$ cat src/rtl/fetch_unit_pq_pkg.sv
// Shared definitions for the fetch front end: opcode encodings, instruction
// field widths and small decode helpers used by next-PC prediction.
package fetch_unit_pq_pkg;

  localparam int OPC_W  = 5;
  localparam int IMM_W  = 17;
  localparam int JTGT_W = 27;

  localparam logic [OPC_W-1:0] OP_J    = 5'b00001;
  localparam logic [OPC_W-1:0] OP_BNE  = 5'b00010;
  localparam logic [OPC_W-1:0] OP_JAL  = 5'b00011;
  localparam logic [OPC_W-1:0] OP_JR   = 5'b00100;
  localparam logic [OPC_W-1:0] OP_BLT  = 5'b00110;
  localparam logic [OPC_W-1:0] OP_SW   = 5'b00111;
  localparam logic [OPC_W-1:0] OP_LW   = 5'b01000;
  localparam logic [OPC_W-1:0] OP_ADDI = 5'b01001;

  localparam logic [31:0] NOP_WORD = 32'h0000_0000;

  // Unconditional direct jumps whose target is the low 27 bits of the word.
  function automatic logic is_direct_jump(input logic [OPC_W-1:0] op);
    return (op == OP_J) || (op == OP_JAL);
  endfunction

  // Conditional branches with a 17-bit signed PC-relative offset.
  function automatic logic is_cond_branch(input logic [OPC_W-1:0] op);
    return (op == OP_BNE) || (op == OP_BLT);
  endfunction

endpackage

$ cat src/rtl/fetch_unit_pq_if.sv
// Bundle of the imem, redirect and decode-side signals of the fetch unit.
// Handshake: an entry moves to decode on a clock edge where dec_valid and
// dec_ready are both high; dec_valid never depends on dec_ready, and a
// redirect masks dec_valid in the same cycle so nothing is consumed then.
interface fetch_unit_pq_if #(
  parameter int ADDR_W = 32,
  parameter int DATA_W = 32,
  parameter int DEPTH  = 4
);
  localparam int CNT_W = $clog2(DEPTH + 1);

  logic [ADDR_W-1:0] address_imem;
  logic [DATA_W-1:0] q_imem;
  logic              redirect_valid;
  logic [ADDR_W-1:0] redirect_pc;
  logic              dec_ready;
  logic              dec_valid;
  logic [DATA_W-1:0] dec_insn;
  logic [ADDR_W-1:0] dec_pc;
  logic              dec_pred_taken;
  logic [CNT_W-1:0]  q_count;

  modport slave (
    input  q_imem, redirect_valid, redirect_pc, dec_ready,
    output address_imem, dec_valid, dec_insn, dec_pc, dec_pred_taken, q_count
  );

  modport master (
    output q_imem, redirect_valid, redirect_pc, dec_ready,
    input  address_imem, dec_valid, dec_insn, dec_pc, dec_pred_taken, q_count
  );
endinterface

$ cat src/rtl/fetch_unit_pq_fetch_queue.sv
// Circular prefetch FIFO. Pointers wrap naturally; full/empty come from the
// occupancy counter. Flush empties the queue and wins over enq/deq.
module fetch_queue #(
  parameter int WIDTH = 64,
  parameter int DEPTH = 4
) (
  input  logic                         clk_i,
  input  logic                         rst_i,
  input  logic                         enq_i,
  input  logic [WIDTH-1:0]             enq_data_i,
  input  logic                         deq_i,
  input  logic                         flush_i,
  output logic [WIDTH-1:0]             head_o,
  output logic [$clog2(DEPTH+1)-1:0]   count_o
);
  localparam int PTR_W = $clog2(DEPTH);
  localparam int CNT_W = $clog2(DEPTH + 1);
  localparam logic [PTR_W-1:0] PTR_ONE = 1;
  localparam logic [CNT_W-1:0] CNT_ONE = 1;

  logic [WIDTH-1:0] mem_q [DEPTH];
  logic [PTR_W-1:0] wr_q, wr_d, rd_q, rd_d;
  logic [CNT_W-1:0] cnt_q, cnt_d;

  // Next pointer/count values; flush clears everything.
  always_comb begin
    wr_d  = wr_q;
    rd_d  = rd_q;
    cnt_d = cnt_q;
    if (flush_i) begin
      wr_d  = '0;
      rd_d  = '0;
      cnt_d = '0;
    end else begin
      if (enq_i) wr_d = wr_q + PTR_ONE;
      if (deq_i) rd_d = rd_q + PTR_ONE;
      if (enq_i && !deq_i)      cnt_d = cnt_q + CNT_ONE;
      else if (!enq_i && deq_i) cnt_d = cnt_q - CNT_ONE;
    end
  end

  // Pointer and occupancy registers.
  always_ff @(posedge clk_i or posedge rst_i) begin
    if (rst_i) begin
      wr_q  <= '0;
      rd_q  <= '0;
      cnt_q <= '0;
    end else begin
      wr_q  <= wr_d;
      rd_q  <= rd_d;
      cnt_q <= cnt_d;
    end
  end

  // Storage; a full queue may be written at the slot being read this cycle.
  always_ff @(posedge clk_i) begin
    if (enq_i && !flush_i) mem_q[wr_q] <= enq_data_i;
  end

  assign head_o  = mem_q[rd_q];
  assign count_o = cnt_q;

endmodule

$ cat src/rtl/fetch_unit_pq.sv
// Instruction fetch front end: PC register, imem addressing and a prefetch
// queue decoupling imem from decode. A redirect flushes the queue and
// restarts fetch at redirect_pc.
// Optional feature macro: FETCH_BTFN_EN (static backward-taken/forward-not-
// taken and direct-jump prediction on the fetched word).
module fetch_unit_pq
  import fetch_unit_pq_pkg::*;
#(
  parameter int                 ADDR_W   = 32,
  parameter int                 DATA_W   = 32,
  parameter int                 DEPTH    = 4,
  parameter logic [ADDR_W-1:0]  RESET_PC = '0
) (
  input  logic             clock,
  input  logic             reset,
  fetch_unit_pq_if.slave   bus
);
  localparam int CNT_W = $clog2(DEPTH + 1);
`ifdef FETCH_BTFN_EN
  localparam int ENTRY_W = ADDR_W + DATA_W + 1;
`else
  localparam int ENTRY_W = ADDR_W + DATA_W;
`endif
  localparam logic [ADDR_W-1:0] PC_STEP = 1;
  localparam logic [CNT_W-1:0]  CNT_FULL = CNT_W'(DEPTH);

  logic [ADDR_W-1:0]  pc_q, pc_d, next_pc;
  logic [CNT_W-1:0]   count;
  logic               full, empty, deq, enq_ok, fetch;
  logic [ENTRY_W-1:0] enq_entry, head_entry;

  assign full   = (count == CNT_FULL);
  assign empty  = (count == '0);
  assign bus.dec_valid = !empty && !bus.redirect_valid;
  assign deq    = bus.dec_valid && bus.dec_ready;
  assign enq_ok = !full || deq;
  assign fetch  = enq_ok && !bus.redirect_valid;

`ifdef FETCH_BTFN_EN
  logic             pred;
  logic [OPC_W-1:0] opcode;
  assign opcode = bus.q_imem[31:27];

  // Static prediction: direct jumps and backward conditional branches taken.
  always_comb begin
    next_pc = pc_q + PC_STEP;
    pred    = 1'b0;
    if (is_direct_jump(opcode)) begin
      next_pc = ADDR_W'(bus.q_imem[JTGT_W-1:0]);
      pred    = 1'b1;
    end else if (is_cond_branch(opcode) && bus.q_imem[IMM_W-1]) begin
      next_pc = pc_q + PC_STEP
              + {{(ADDR_W-IMM_W){bus.q_imem[IMM_W-1]}}, bus.q_imem[IMM_W-1:0]};
      pred    = 1'b1;
    end
  end

  assign enq_entry = {pred, bus.address_imem, bus.q_imem};
  assign {bus.dec_pred_taken, bus.dec_pc, bus.dec_insn} = head_entry;
`else
  // Without prediction the fetch stream is purely sequential.
  always_comb begin
    next_pc = pc_q + PC_STEP;
  end

  assign enq_entry = {bus.address_imem, bus.q_imem};
  assign {bus.dec_pc, bus.dec_insn} = head_entry;
  assign bus.dec_pred_taken = 1'b0;
`endif

  // PC next-state: redirect beats fetch; otherwise hold.
  always_comb begin
    pc_d = pc_q;
    if (bus.redirect_valid) pc_d = bus.redirect_pc;
    else if (fetch)         pc_d = next_pc;
  end

  // PC register.
  always_ff @(posedge clock or posedge reset) begin
    if (reset) pc_q <= RESET_PC;
    else       pc_q <= pc_d;
  end

  assign bus.address_imem = pc_q;
  assign bus.q_count      = count;

  fetch_queue #(
    .WIDTH (ENTRY_W),
    .DEPTH (DEPTH)
  ) u_queue (
    .clk_i      (clock),
    .rst_i      (reset),
    .enq_i      (fetch),
    .enq_data_i (enq_entry),
    .deq_i      (deq),
    .flush_i    (bus.redirect_valid),
    .head_o     (head_entry),
    .count_o    (count)
  );

endmodule

$ cat src/flat_wrapper.sv
// flat-port wrapper written by rule: the top's interface ports become plain ports
module fetch_unit_pq_flat import fetch_unit_pq_pkg::*;
#(
  parameter int                 ADDR_W   = 32,
  parameter int                 DATA_W   = 32,
  parameter int                 DEPTH    = 4,
  parameter logic [ADDR_W-1:0]  RESET_PC = '0
)
  (clock, reset, bus_q_imem, bus_redirect_valid, bus_redirect_pc, bus_dec_ready, bus_address_imem, bus_dec_valid, bus_dec_insn, bus_dec_pc, bus_dec_pred_taken, bus_q_count);
  fetch_unit_pq_if #(.ADDR_W(ADDR_W), .DATA_W(DATA_W), .DEPTH(DEPTH)) bus_i ();
  input  logic clock;
  input  logic reset;
  input wire logic [$bits(bus_i.q_imem)-1:0] bus_q_imem;
  input wire logic [$bits(bus_i.redirect_valid)-1:0] bus_redirect_valid;
  input wire logic [$bits(bus_i.redirect_pc)-1:0] bus_redirect_pc;
  input wire logic [$bits(bus_i.dec_ready)-1:0] bus_dec_ready;
  output wire logic [$bits(bus_i.address_imem)-1:0] bus_address_imem;
  output wire logic [$bits(bus_i.dec_valid)-1:0] bus_dec_valid;
  output wire logic [$bits(bus_i.dec_insn)-1:0] bus_dec_insn;
  output wire logic [$bits(bus_i.dec_pc)-1:0] bus_dec_pc;
  output wire logic [$bits(bus_i.dec_pred_taken)-1:0] bus_dec_pred_taken;
  output wire logic [$bits(bus_i.q_count)-1:0] bus_q_count;
  assign bus_i.q_imem = bus_q_imem;
  assign bus_i.redirect_valid = bus_redirect_valid;
  assign bus_i.redirect_pc = bus_redirect_pc;
  assign bus_i.dec_ready = bus_dec_ready;
  assign bus_address_imem = bus_i.address_imem;
  assign bus_dec_valid = bus_i.dec_valid;
  assign bus_dec_insn = bus_i.dec_insn;
  assign bus_dec_pc = bus_i.dec_pc;
  assign bus_dec_pred_taken = bus_i.dec_pred_taken;
  assign bus_q_count = bus_i.q_count;
  fetch_unit_pq #(.ADDR_W(ADDR_W), .DATA_W(DATA_W), .DEPTH(DEPTH), .RESET_PC(RESET_PC)) u_core (.clock(clock), .reset(reset), .bus(bus_i));
endmodule
$ cat config.mk
export PLATFORM = sky130hd
export DESIGN_NAME = fetch_unit_pq_flat
export DESIGN_NICKNAME = d
export VERILOG_FILES = /design/src/rtl/fetch_unit_pq_pkg.sv /design/src/rtl/fetch_unit_pq_if.sv /design/src/rtl/fetch_unit_pq_fetch_queue.sv /design/src/rtl/fetch_unit_pq.sv /design/src/flat_wrapper.sv
export SDC_FILE = /design/constraint.sdc
export NUM_CORES = 1
export LEC_CHECK = 0
export BUFFER_PORTS_ARGS = -buffer_cell sky130_fd_sc_hd__buf_2
export CAP_MARGIN = 20
export CORE_UTILIZATION = 57
export CTS_BUF_LIST = sky130_fd_sc_hd__clkbuf_8 sky130_fd_sc_hd__clkbuf_16
export CTS_CLUSTER_SIZE = 25
export DETAILED_ROUTE_END_ITERATION = 10
export PLACE_DENSITY = 0.8
export SLEW_MARGIN = 10
export SYNTH_ARGS = -nofsm -noshare
export SYNTH_HDL_FRONTEND = slang
export SYNTH_SLANG_ARGS = --single-unit
$ cat constraint.sdc
create_clock -name clock -period 3.15 [get_ports clock]
set_input_delay 0.4725 -clock clock [delete_from_list [all_inputs] [get_ports clock]]
set_output_delay 0.4725 -clock clock [all_outputs]
set_load 0.01 [all_outputs]
==> load_flow_metrics.sql <==
INSERT INTO impl_metrics (metric_group, metric, value, unit) VALUES
('route', 'route.detailed.wl_per_inst', '22.8', 'µm'),
('worst_setup_path', 'timing.critical_path.from_type', 'flip-flop', ''),
('logic_synthesis', 'synth_top_family_by_area', 'multiplexers', ''),
('floorplanning', 'floorplan.io_pins', '169', ''),
('logic_synthesis', 'synth_flop_cell', 'edfxtp_1', ''),
('layout', 'seq_area', '0.00867', 'mm²'),
('logic_synthesis', 'number_of_warnings_reported_in_the_yosys_synthesis_log', '0', ''),
('logic_synthesis', 'post_synth_xor_area_fraction', '0.00828', ''),
('grt', 'antenna_found_initial', '0', ''),
('logic_synthesis', 'postSynthAreaPerCell', '19.0', 'µm²'),
('clocking', 'cts_buffers', '29', ''),
('logic_synthesis', 'synth.cells.most_frequent', 'edfxtp_1, mux4_2, dfrtp_1', ''),
('timing', 'worst_slew_margin_rel', '0.318', ''),
('worst_setup_path', 'timing_worst_setup_path_type', 'reg -> out', ''),
('grt', 'grt_pass1_wl', '37400', 'µm'),
('logic_synthesis', 'asyncSetResetFlopFracSynth', '0.132', ''),
('floorplanning', 'chipWidth', '145', 'µm'),
('layout', 'multi_input_comb_area', '0.00279', 'mm²'),
('worst_setup_path', 'timing.critical_path.buf_inv', '2', ''),
('grt', 'grt_start_max_net_pins', '65', ''),
('place', 'numPortBuffers', '167', ''),
('power_and_ir_drop', 'ratio_of_total_power_to_cell_area', '778', 'mW/mm²'),
('timing', 'layout_min_cycle_time', '2.74', 'ns'),
('layout', 'filler_cell_count', '1265', ''),
('timing', 'final.setup_skew', '0.0126', 'ns'),
('worst_setup_path', 'critical-path-max-stage-delay', '0.62', 'ns'),
('logic_synthesis', 'synth-seq-area-share', '0.745', ''),
('outcome', 'outcome', 'complete, no violations', ''),
('logic_synthesis', 'synth_cells', '612', ''),
('logic_synthesis', 'synthAdderAreaFrac', '0.00710', ''),
('clocking', 'htreeDepth', '1', ''),
('layout', 'area_delta_synth_final', '17.6', '%'),
('clocking', 'tritoncts_clock_tree', 'yes', ''),
('place', 'dp_hpwl', '14700', 'µm'),
('grt', 'grt_use_total', '0.244', ''),
('logic_synthesis', 'post_synth_instance_area', '0.0116', 'mm²'),
('route', 'initial_drt_pass_iterations', '6', ''),
('hold_path', 'hold_class', 'in -> async', ''),
('clocking', 'clkSinkCount', '295', ''),
('layout', 'finalNetCount', '857', ''),
('grt', 'grt_remaining_overflow', '0', ''),
('place', 'place_congestion', '0.875', ''),
('logic_synthesis', 'yosys.cell_count.top_type', 'edfxtp_1', ''),
('layout', 'share_of_post_route_cells_with_drive_strength_above_1', '0.369', ''),
('clocking', 'clk_root_buffer_cell', 'clkbuf_16', ''),
('logic_synthesis', 'synth_mux_area_frac', '0.127', ''),
('timing', 'min_period_over_period', '0.871', ''),
('worst_setup_path', 'crit_path_end_kind', 'output pin', ''),
('worst_setup_path', 'critical-path-slowest-cell', 'dfrtp_4', ''),
('logic_synthesis', 'synth.area.top_cells', 'edfxtp_1, mux4_2, dfrtp_1', ''),
('timing', 'worst_slew_pin_slew', '1.02', 'ns'),
('worst_setup_path', 'worstPathArrival', '2.27', 'ns'),
('clocking', 'postCtsHoldBufs', '0', ''),
('worst_setup_path', 'worst-r2r-setup-slack', '0.64', 'ns'),
('timing', 'report.final.setup_viol', '0', ''),
('timing', 'rsz0062_at_grt', 'false', ''),
('logic_synthesis', 'synth-simple-area-share', '0.0537', ''),
('timing', 'finalMaxSlewViolations', '0', ''),
('clocking', 'postCtsSetupBuffers', '0', ''),
('grt', 'grt_pass1_vias', '6608', ''),
('route', 'drt.antenna.violating_nets', '0', ''),
('logic_synthesis', 'netlist-cell-type-count', '47', ''),
('route', 'first_iter_violations', '440', ''),
('power_and_ir_drop', 'p_leak', '4.79', 'nW'),
('timing', 'totalNegativeSetupSlack', '0', 'ns'),
('route', 'vias', '6495', ''),
('logic_synthesis', 'yosys.area.top_type', 'edfxtp_1', ''),
('logic_synthesis', 'number_of_synthesized_flops_with_an_enable_pin', '256', ''),
('clocking', 'postCtsResizedCells', '0', ''),
('route', 'drcViolationCount', '0', ''),
('logic_synthesis', 'netlist.area_leader.share', '0.661', '');
## metrics by stage
stage,utilization,setup WS [ns],cell area (µm²),instances
floorplan,-,0.0807,11600,612
global placement,0.647,0.853,12800,1017
detailed placement,0.647,0.685,12800,1017
CTS,0.694,0.348,13700,1070
global route,0.694,0.274,13700,1070
finish,0.694,0.407,13700,1071
## where the power goes
group | switching, W | internal [W]
Sequential | 0.000324 | 0.00487
Combinational | 0.00117 | 0.00100
Clock | 0.00137 | 0.00190
## cells in the final DEF, fill, tap and decap left out, drive strengths merged, types with 9 or more instances in the layout
| cell type | count |
|---|---|
| or4 | 16 |
| dfrtp | 39 |
| buf | 176 |
| nor2 | 25 |
| mux4 | 64 |
| xor2 | 9 |
| edfxtp | 256 |
| inv | 19 |
| nand2 | 23 |
| a31oi | 20 |
| clkbuf | 32 |
| clkinv | 9 |
| o21ai | 17 |
| o31ai | 15 |
## worst paths after layout
check | start | endpoint | cells past startpoint
hold / removal | reset | u_core.bus.address_imem[9]$_DFFE_PP0P_ | 2
min in group clock | bus_redirect_pc[10] | u_core.bus.address_imem[10]$_DFFE_PP0P_ | 3
hold reg to reg | u_core.u_queue.wr_q[1]$_DFFE_PP0P_ | u_core.u_queue.wr_q[1]$_DFFE_PP0P_ | 2
setup / recovery | u_core.u_queue.rd_q[0]$_DFFE_PP0P_ | bus_dec_pc[12] | 3
max in group asynchronous | reset | u_core.bus.address_imem[8]$_DFFE_PP0P_ | 3
setup reg to reg | u_core.bus.address_imem[0]$_DFFE_PP0P_ | u_core.bus.address_imem[20]$_DFFE_PP0P_ | 5
## worst register-to-register path: cells and delay by family, from the launching register on
family                     cells  cell delay, ns
DFF                            1            0.55
adders and majority gates      1            0.33
and+or+nand+nor                3            1.36
AOI/OAI and AO/OA              1            0.19
## cell families after synthesis
| group | Yosys count |
|---|---|
| AOI/OAI and AO/OA | 73 |
| xor gates and xnor gates | 11 |
| adders and majority gates | 6 |
| buffers and inverters | 47 |
| muxes | 67 |
| and+or+nand+nor | 112 |
| other | 1 |
| DFF | 295 |
## layer usage
| layer | global-route usage | vias up | wire [µm] |
|---|---|---|---|
| met4 | 0.0587 | 0 | 491 |
| li1 | - | 2853 | - |
| met5 | 0 | - | 0 |
| met1 | 0.318 | 3294 | 9370 |
| met3 | 0.0438 | 43 | 2000 |
| met2 | 0.427 | 305 | 12500 |
## sequential cells by signal, indices dropped and copies added (netlist names)
signal	flops
u_core.bus.address_imem	32
u_core.u_queue.wr_q	2
u_core.u_queue.mem_q	256
u_core.u_queue.count_o	3
u_core.u_queue.rd_q	2
## area by class of cell
| class | count | area share |
|---|---|---|
| well taps | 265 | 0.0242 |
| multi-input cells | 270 | 0.204 |
| repair buffers | 176 | 0.0679 |
| inverters | 11 | 0.00302 |
| clock inverters | 21 | 0.0109 |
| clock buffers | 32 | 0.0561 |
| flip-flops and latches | 295 | 0.634 |
| diodes | 1 | 0.000183 |
No activity file was read; power rests on OpenSTA's default activity.
